===== src/rtl/ad_capture_ctrl.sv =====
// ad_capture_ctrl: drives an 8-bit pipelined ADC and captures one buffer of samples.
// The ADC clock is derived from clk. Samples are taken on the ad_clk falling edge.
// After a start request the controller flushes the ADC pipeline samples. It then either
// waits for a rising crossing of trig_level or begins capturing at once. It fills
// DEPTH words of internal RAM and holds done until the next start.
// Ports:
//   clk, rst_n          system clock, asynchronous active-low reset
//   ad_data, ad_otr     ADC parallel output and over-range flag
//   ad_clk              ADC conversion clock (DIV clk cycles per period)
//   start               one-cycle arm request (accepted in IDLE/DONE only)
//   trig_mode           0 = rising-level trigger, 1 = immediate capture
//   trig_level          trigger threshold, latched on an accepted start
//   busy, done          status levels (busy in FLUSH/ARM/CAPTURE, done in DONE)
//   otr_seen            sticky over-range flag for the current capture
//   rd_addr, rd_data    buffer read port, data valid one clk after address
module ad_capture_ctrl #(
  parameter int unsigned DIV      = 8,
  parameter int unsigned DEPTH    = 256,
  parameter int unsigned PIPE_LAT = 3    // must be >= 1
) (
  input  logic                       clk,
  input  logic                       rst_n,
  input  logic [7:0]                 ad_data,
  input  logic                       ad_otr,
  output logic                       ad_clk,
  input  logic                       start,
  input  logic                       trig_mode,
  input  logic [7:0]                 trig_level,
  output logic                       busy,
  output logic                       done,
  output logic                       otr_seen,
  input  logic [$clog2(DEPTH)-1:0]   rd_addr,
  output logic [7:0]                 rd_data
);

  localparam int unsigned HALF = DIV / 2;
  localparam int unsigned CW   = $clog2(HALF);
  localparam int unsigned AW   = $clog2(DEPTH);
  localparam int unsigned FW   = (PIPE_LAT > 1) ? $clog2(PIPE_LAT) : 1;

  typedef enum logic [2:0] {
    IDLE    = 3'd0,
    FLUSH   = 3'd1,
    ARM     = 3'd2,
    CAPTURE = 3'd3,
    DONE    = 3'd4
  } state_t;

  state_t        state;
  logic [CW-1:0] cnt;
  logic [FW-1:0] flush_cnt;
  logic [AW-1:0] waddr;
  logic [7:0]    samp_q;
  logic          prev_vld;
  logic          mode_q;
  logic [7:0]    level_q;
  logic [7:0]    mem [DEPTH];

  logic          strobe;
  logic          trig_hit;
  logic          wr_en;
  logic [AW-1:0] wr_addr;

  // ad_clk divider: toggles each time cnt wraps, giving a DIV-cycle period
  always_ff @(posedge clk or negedge rst_n) begin
    if (!rst_n) begin
      cnt    <= '0;
      ad_clk <= 1'b0;
    end else if (cnt == CW'(HALF - 1)) begin
      cnt    <= '0;
      ad_clk <= ~ad_clk;
    end else begin
      cnt <= cnt + CW'(1);
    end
  end

  // Sample strobe marks the clk edge on which ad_clk falls
  assign strobe = (cnt == CW'(HALF - 1)) && ad_clk;

  // samp_q holds the previous strobed sample; it is the trigger comparator's "prev"
  always_ff @(posedge clk or negedge rst_n) begin
    if (!rst_n) samp_q <= 8'd0;
    else if (strobe) samp_q <= ad_data;
  end

  // Strict prev < level excludes a constant input and makes level 0 unreachable
  assign trig_hit = (samp_q < level_q) && (ad_data >= level_q);

  assign wr_en   = strobe && ((state == CAPTURE) || ((state == ARM) && prev_vld && trig_hit));
  assign wr_addr = (state == ARM) ? '0 : waddr;

  // Capture sequencer with registered status outputs
  always_ff @(posedge clk or negedge rst_n) begin
    if (!rst_n) begin
      state     <= IDLE;
      flush_cnt <= '0;
      waddr     <= '0;
      prev_vld  <= 1'b0;
      mode_q    <= 1'b0;
      level_q   <= 8'd0;
      busy      <= 1'b0;
      done      <= 1'b0;
      otr_seen  <= 1'b0;
    end else begin
      case (state)
        IDLE, DONE: begin
          if (start) begin
            mode_q    <= trig_mode;
            level_q   <= trig_level;
            flush_cnt <= '0;
            waddr     <= '0;
            prev_vld  <= 1'b0;
            busy      <= 1'b1;
            done      <= 1'b0;
            otr_seen  <= 1'b0;
            state     <= FLUSH;
          end
        end
        FLUSH: begin
          if (strobe) begin
            if (flush_cnt == FW'(PIPE_LAT - 1)) begin
              state <= mode_q ? CAPTURE : ARM;
            end else begin
              flush_cnt <= flush_cnt + FW'(1);
            end
          end
        end
        ARM: begin
          if (strobe) begin
            prev_vld <= 1'b1;
            if (prev_vld && trig_hit) begin
              // Trigger sample lands at address 0; capture resumes at 1
              waddr <= AW'(1);
              state <= CAPTURE;
              if (ad_otr) otr_seen <= 1'b1;
            end
          end
        end
        CAPTURE: begin
          if (strobe) begin
            if (ad_otr) otr_seen <= 1'b1;
            if (waddr == AW'(DEPTH - 1)) begin
              busy  <= 1'b0;
              done  <= 1'b1;
              state <= DONE;
            end else begin
              waddr <= waddr + AW'(1);
            end
          end
        end
        default: begin
          busy  <= 1'b0;
          state <= IDLE;
        end
      endcase
    end
  end

  // Capture RAM write port (no reset: contents are don't-care until written)
  always_ff @(posedge clk) begin
    if (wr_en) mem[wr_addr] <= ad_data;
  end

  // Registered read port; a same-address write in the same cycle returns old data
  always_ff @(posedge clk or negedge rst_n) begin
    if (!rst_n) rd_data <= 8'd0;
    else rd_data <= mem[rd_addr];
  end

endmodule


===== config.mk =====
export PLATFORM = sky130hd
export DESIGN_NAME = ad_capture_ctrl
export DESIGN_NICKNAME = d
export VERILOG_FILES = /design/src/rtl/ad_capture_ctrl.sv
export SDC_FILE = /design/constraint.sdc
export NUM_CORES = 2
export LEC_CHECK = 0
export CAP_MARGIN = 20
export CELL_PAD_IN_SITES_DETAIL_PLACEMENT = 0
export CELL_PAD_IN_SITES_GLOBAL_PLACEMENT = 2
export CORE_MARGIN = 2
export CORE_UTILIZATION = 35
export DETAILED_ROUTE_END_ITERATION = 10
export GPL_TIMING_DRIVEN = 0
export MAX_ROUTING_LAYER = met4
export PLACE_DENSITY = 0.55
export SYNTH_ARGS = -nofsm -noshare
export SYNTH_HDL_FRONTEND = slang
export SYNTH_SLANG_ARGS = --single-unit

===== constraint.sdc =====
create_clock -name clk -period 7.4 [get_ports clk]
set_input_delay 1.48 -clock clk [delete_from_list [all_inputs] [get_ports clk]]
set_output_delay 1.48 -clock clk [all_outputs]
set_load 0.01 [all_outputs]

==> results by stage <==
GRT:
- Across every metal layer, demand over resource in global routing totals 0.2329.
- The first global-routing pass estimated ~360000 um of wire.
- The initial antenna violation count is 23.
- The number of global-route vias before repair is 41639.
- The global-route congestion overflow total is 0.
- The pin count of the biggest net entering global routing is 153.

Timing:
- The post-layout minimum cycle time is 5.618 ns.
- Dividing the final minimum period by the clock period gives 0.7592.
- Setup violations remaining at the end of the flow were counted as 0.
- The clock skew is 0.05232 ns.
- The number of pins exceeding their max-slew limit in the final report is 0.
- The aggregate negative setup slack is 0 ns.
- The worst pin sits at a relative slew slack of 0.1651.
- The final hold violation count is 0.
- The transition time at the pin with the least slew margin is between 1 and 1.5 ns.
- Static timing analysis puts the maximum clock frequency at 178.0 MHz.
- Setup repair after global routing left no endpoint under its margin.
- Across all setup checks in the final design, the least slack found is 1.782 ns.

Critical path:
- The worst setup path is launched from an input pin.
- The critical path capture point type is a flop.
- For flop-to-flop paths, the worst setup slack is 2.81 ns.
- The path type of the worst setup path is in2reg.
- Data on the critical path arrives at its endpoint at 6.35 ns.
- The origin of the worst setup path is rd_addr[2].
- The endpoint of the worst-slack reg-to-reg timing path is mem[186][3]$_DFFE_PP_.
- The required time of the critical path is 8.13 ns.
- Along the worst path, the maximum fanout reaches 10.
- The number of cell instances on the worst register-to-register path is 7.
- The most critical setup path has its endpoint at rd_data[3]$_DFF_PN0_.
- The worst register-to-register path begins at state[2]$_DFFE_PN0P_.

Place:
- The count of placed standard cells including taps is 6929.
- Once placement finished, the instance area stood at 85980 um^2.
- Routability-driven placement finished with a final weighted congestion of 0.8523.
- The worst slack after detailed placement is 0.7286 ns.
- The placed wire-length estimate after detailed placement is 178400 um.
- Port buffering added 38 buffers.

Layout:
- The final cell count without fillers is approximately 7400.
- The post-route standard cell area excluding fillers is 93410 um^2.
- The top cell types in the final layout, fill and taps aside, are sky130_fd_sc_hd__edfxtp_1, sky130_fd_sc_hd__mux4_2, sky130_fd_sc_hd__nor2_1.
- The layout cell share with drive strength beyond 1 is 0.2439.
- The leading cell type in the layout, fill and taps excluded is sky130_fd_sc_hd__edfxtp_1.
- The number of nets in the layout is ~4200.
- The area overhead of the layout relative to synthesis is 15.09%.

Clock tree:
- The cell at the root of the clock tree is sky130_fd_sc_hd__clkbuf_16.
- The TritonCTS buffer count is 223.
- The number of gates resized after cts is 0.
- The clock passes through at most 3 buffers.
- The later-pin clock latency in the skew report is 0.88 ns.
- The clock tree from TritonCTS is built.
- Clock-pin slew was measured on the worst setup and hold paths at 0.06 ns.
- The maximum level of the CTS H-tree is 4.
- The TritonCTS sink count is 2093.
- The count of hold buffers inserted by post-cts repair is 0.
- The number of buffers added for setup after CTS is 0.

Run status:
- The run finished with clean final reports.

Floorplanning:
- From bottom edge to top edge, the die measures 485.6 um.
- Pin placement for this block handled 41 I/O pins.
- The starting density of the core is 0.3524.
- The region available for standard cell placement spans 230300 um^2.
- The number of cell rows is 176.
- The full die area is 235800 um^2.
- The die width is 485.6 um.

Logic synthesis:
- The synthesized area per cell is 21.14 um^2.
- sky130_fd_sc_hd__edfxtp_1 takes more of the synthesized area than any other cell.
- The synthesized design contains 2048 enable-type register cells.
- The synthesis warning total is 0.
- The fraction of synthesized cell area in xor and xnor cells is 0.0001079.
- After synthesis the netlist holds a flip-flop and latch count of 2093.
- The number of nets produced by synthesis is 3886.
- The synthesized instance count is 3839.
- The share of the synthesized area in compound gates (AO/OA/AOI/OAI) came to 0.03219.
- By area the synthesized netlist is led by sky130_fd_sc_hd__edfxtp_1, sky130_fd_sc_hd__mux4_2, sky130_fd_sc_hd__nor2_1.
- After synthesis, the largest family of logic cells by area is multiplexers.
- For this run, the register share of the synthesized area comes to 0.7716.
- Measured against the total synthesized area, the mux share comes to 0.1479.
- The top cell type's share of synthesized area is 0.7577.
- Of the total synthesized cell area, the portion taken by full adders, half adders and majority gates is 0.002775.
- The most common flop cell mapped by yosys is sky130_fd_sc_hd__edfxtp_1.
- The area of the mapped netlist is 81160 um^2.
- Of the total synthesized cell area, the portion taken by AND, OR, NAND and NOR gates is 0.02783.
- The number of library cell types mapped by synthesis is 67.
- The async set-reset flop share out of synthesis is 0.02150.

Power and ir drop:
- The power density normalized to cell area is ~280 nW/um^2.
- In this run the static leakage power is 28.92 nW.
- IR analysis of the VDD net gives a maximum drop of around 0.2 mV.
- The post-route total power is 0.02659 W.

Hold path:
- In this run the worst hold path is classified as reg2reg.

Routing:
- The remaining routing DRC violations is 0.
- The routed via count is 41058.
- The remaining number of nets flagged by the antenna check after routing is 0.
- The DRC marker count from the first detailed-route iteration is 5381.
- The average via count per standard cell is 5.578.
- The final layout contains routed wiring with a total length of 268000 um.
- Dividing the detail-routed wire length by the instance count gives 36.41 um.
- The iteration count of the initial detailed-routing pass is 6.

Job:
- The count of max-cap constraint violations is 0.
-- area by class of cell --
| cell class | instances | area [um^2] |
|---|---|---|
| inverter | 14 | 52.55 |
| antenna | 10 | 25.02 |
| buffer | 227 | 1400 |
| sequential | 2093 | 62630 |
| tap | 3026 | 3786 |
| timing repair buffer | 67 | 1033 |
| clock buffer | 248 | 5694 |
| fill | 20570 | 136900 |
| multi-input combinational | 1505 | 17120 |
| clock inverter | 171 | 1673 |
-- critical path, cell delays in order --
cell,delay (ns)
sky130_fd_sc_hd__clkdlybuf4s50_1,0.55
sky130_fd_sc_hd__buf_2,0.36
sky130_fd_sc_hd__clkbuf_1,0.33
sky130_fd_sc_hd__nor2_1,0.91
sky130_fd_sc_hd__clkbuf_1,0.72
sky130_fd_sc_hd__a211oi_1,0.31
sky130_fd_sc_hd__a21oi_1,0.72
sky130_fd_sc_hd__a31oi_1,0.43
sky130_fd_sc_hd__nor4_1,0.48
-- worst min path at each step --
| stage | from | endpoint | slack (ns) | cells after the start |
|---|---|---|---|---|
| 3_3_place_gp | cnt[0]$_DFF_PN0_ | cnt[0]$_DFF_PN0_ | 0.41 | 1 |
| 2_1_floorplan | cnt[0]$_DFF_PN0_ | cnt[0]$_DFF_PN0_ | 0.40 | 1 |
| 4_1_cts | cnt[0]$_DFF_PN0_ | cnt[0]$_DFF_PN0_ | 0.43 | 1 |
| 3_5_place_dp | cnt[0]$_DFF_PN0_ | cnt[0]$_DFF_PN0_ | 0.42 | 1 |
| 5_1_grt | cnt[0]$_DFF_PN0_ | cnt[0]$_DFF_PN0_ | 0.47 | 1 |
| 6_report | cnt[0]$_DFF_PN0_ | cnt[0]$_DFF_PN0_ | 0.43 | 1 |
-- logic make-up (layout without fill, tap and decap cells) --
kind of cell | Yosys count | count (layout)
multiplexers | 596 | 596
AO/OA/AOI/OAI | 378 | 378
other | 0 | 10
AND/OR/NAND/NOR | 512 | 512
buffers and inverters | 241 | 727
flip-flops | 2093 | 2093
adder cells (fa/ha/maj) | 18 | 18
XOR/XNOR | 1 | 1
-- sequential cells by signal (all words and copies together) (netlist names), 2 cells and up --
name / count
flush_cnt: 2
waddr: 8
mem: 2048
cnt: 2
state: 3
level_q: 8
rd_data: 8
samp_q: 8
-- layer usage --
layer  global-route usage  vias to the layer above  routed length (um)
li1                     -                    16705                   -
met1               0.3305                    22606              120400
met2               0.3564                     1443              125400
met3              0.03613                      304               16650
met4              0.05048                        0                5472
met5                    -                        -                   0
-- synthesized netlist by cell type, drive strengths merged (14+ instances only) --
cell type	instances
a211oi	38
mux2	23
nor2	302
a22oi	52
nor4	16
a221oi	20
buf	147
o221ai	17
a31oi	14
a21oi	54
nand3	26
clkbuf	80
mux4	480
nor2b	17
dfrtp	45
nor3	19
o21ai	28
o22ai	103
nand2	89
ha	18
mux2i	93
a22o	32
edfxtp	2048
-- metrics by stage --
| step | utilization | hold slack [ns] |
|---|---|---|
| after floorplan | - | 0.4031 |
| after global placement | 0.3704 | 0.4139 |
| after detailed placement | 0.3733 | 0.4209 |
| after CTS | 0.4053 | 0.4290 |
| after global routing | 0.4055 | 0.4660 |
| final | 0.4055 | 0.4257 |
-- power by group --
group,total [W],switching [W],internal (W)
sequential,0.0131,0.0000465,0.0131
clock,0.0114,0.00488,0.00649
combinational,0.00211,0.00151,0.000598
(Power assumes the default switching activity.)
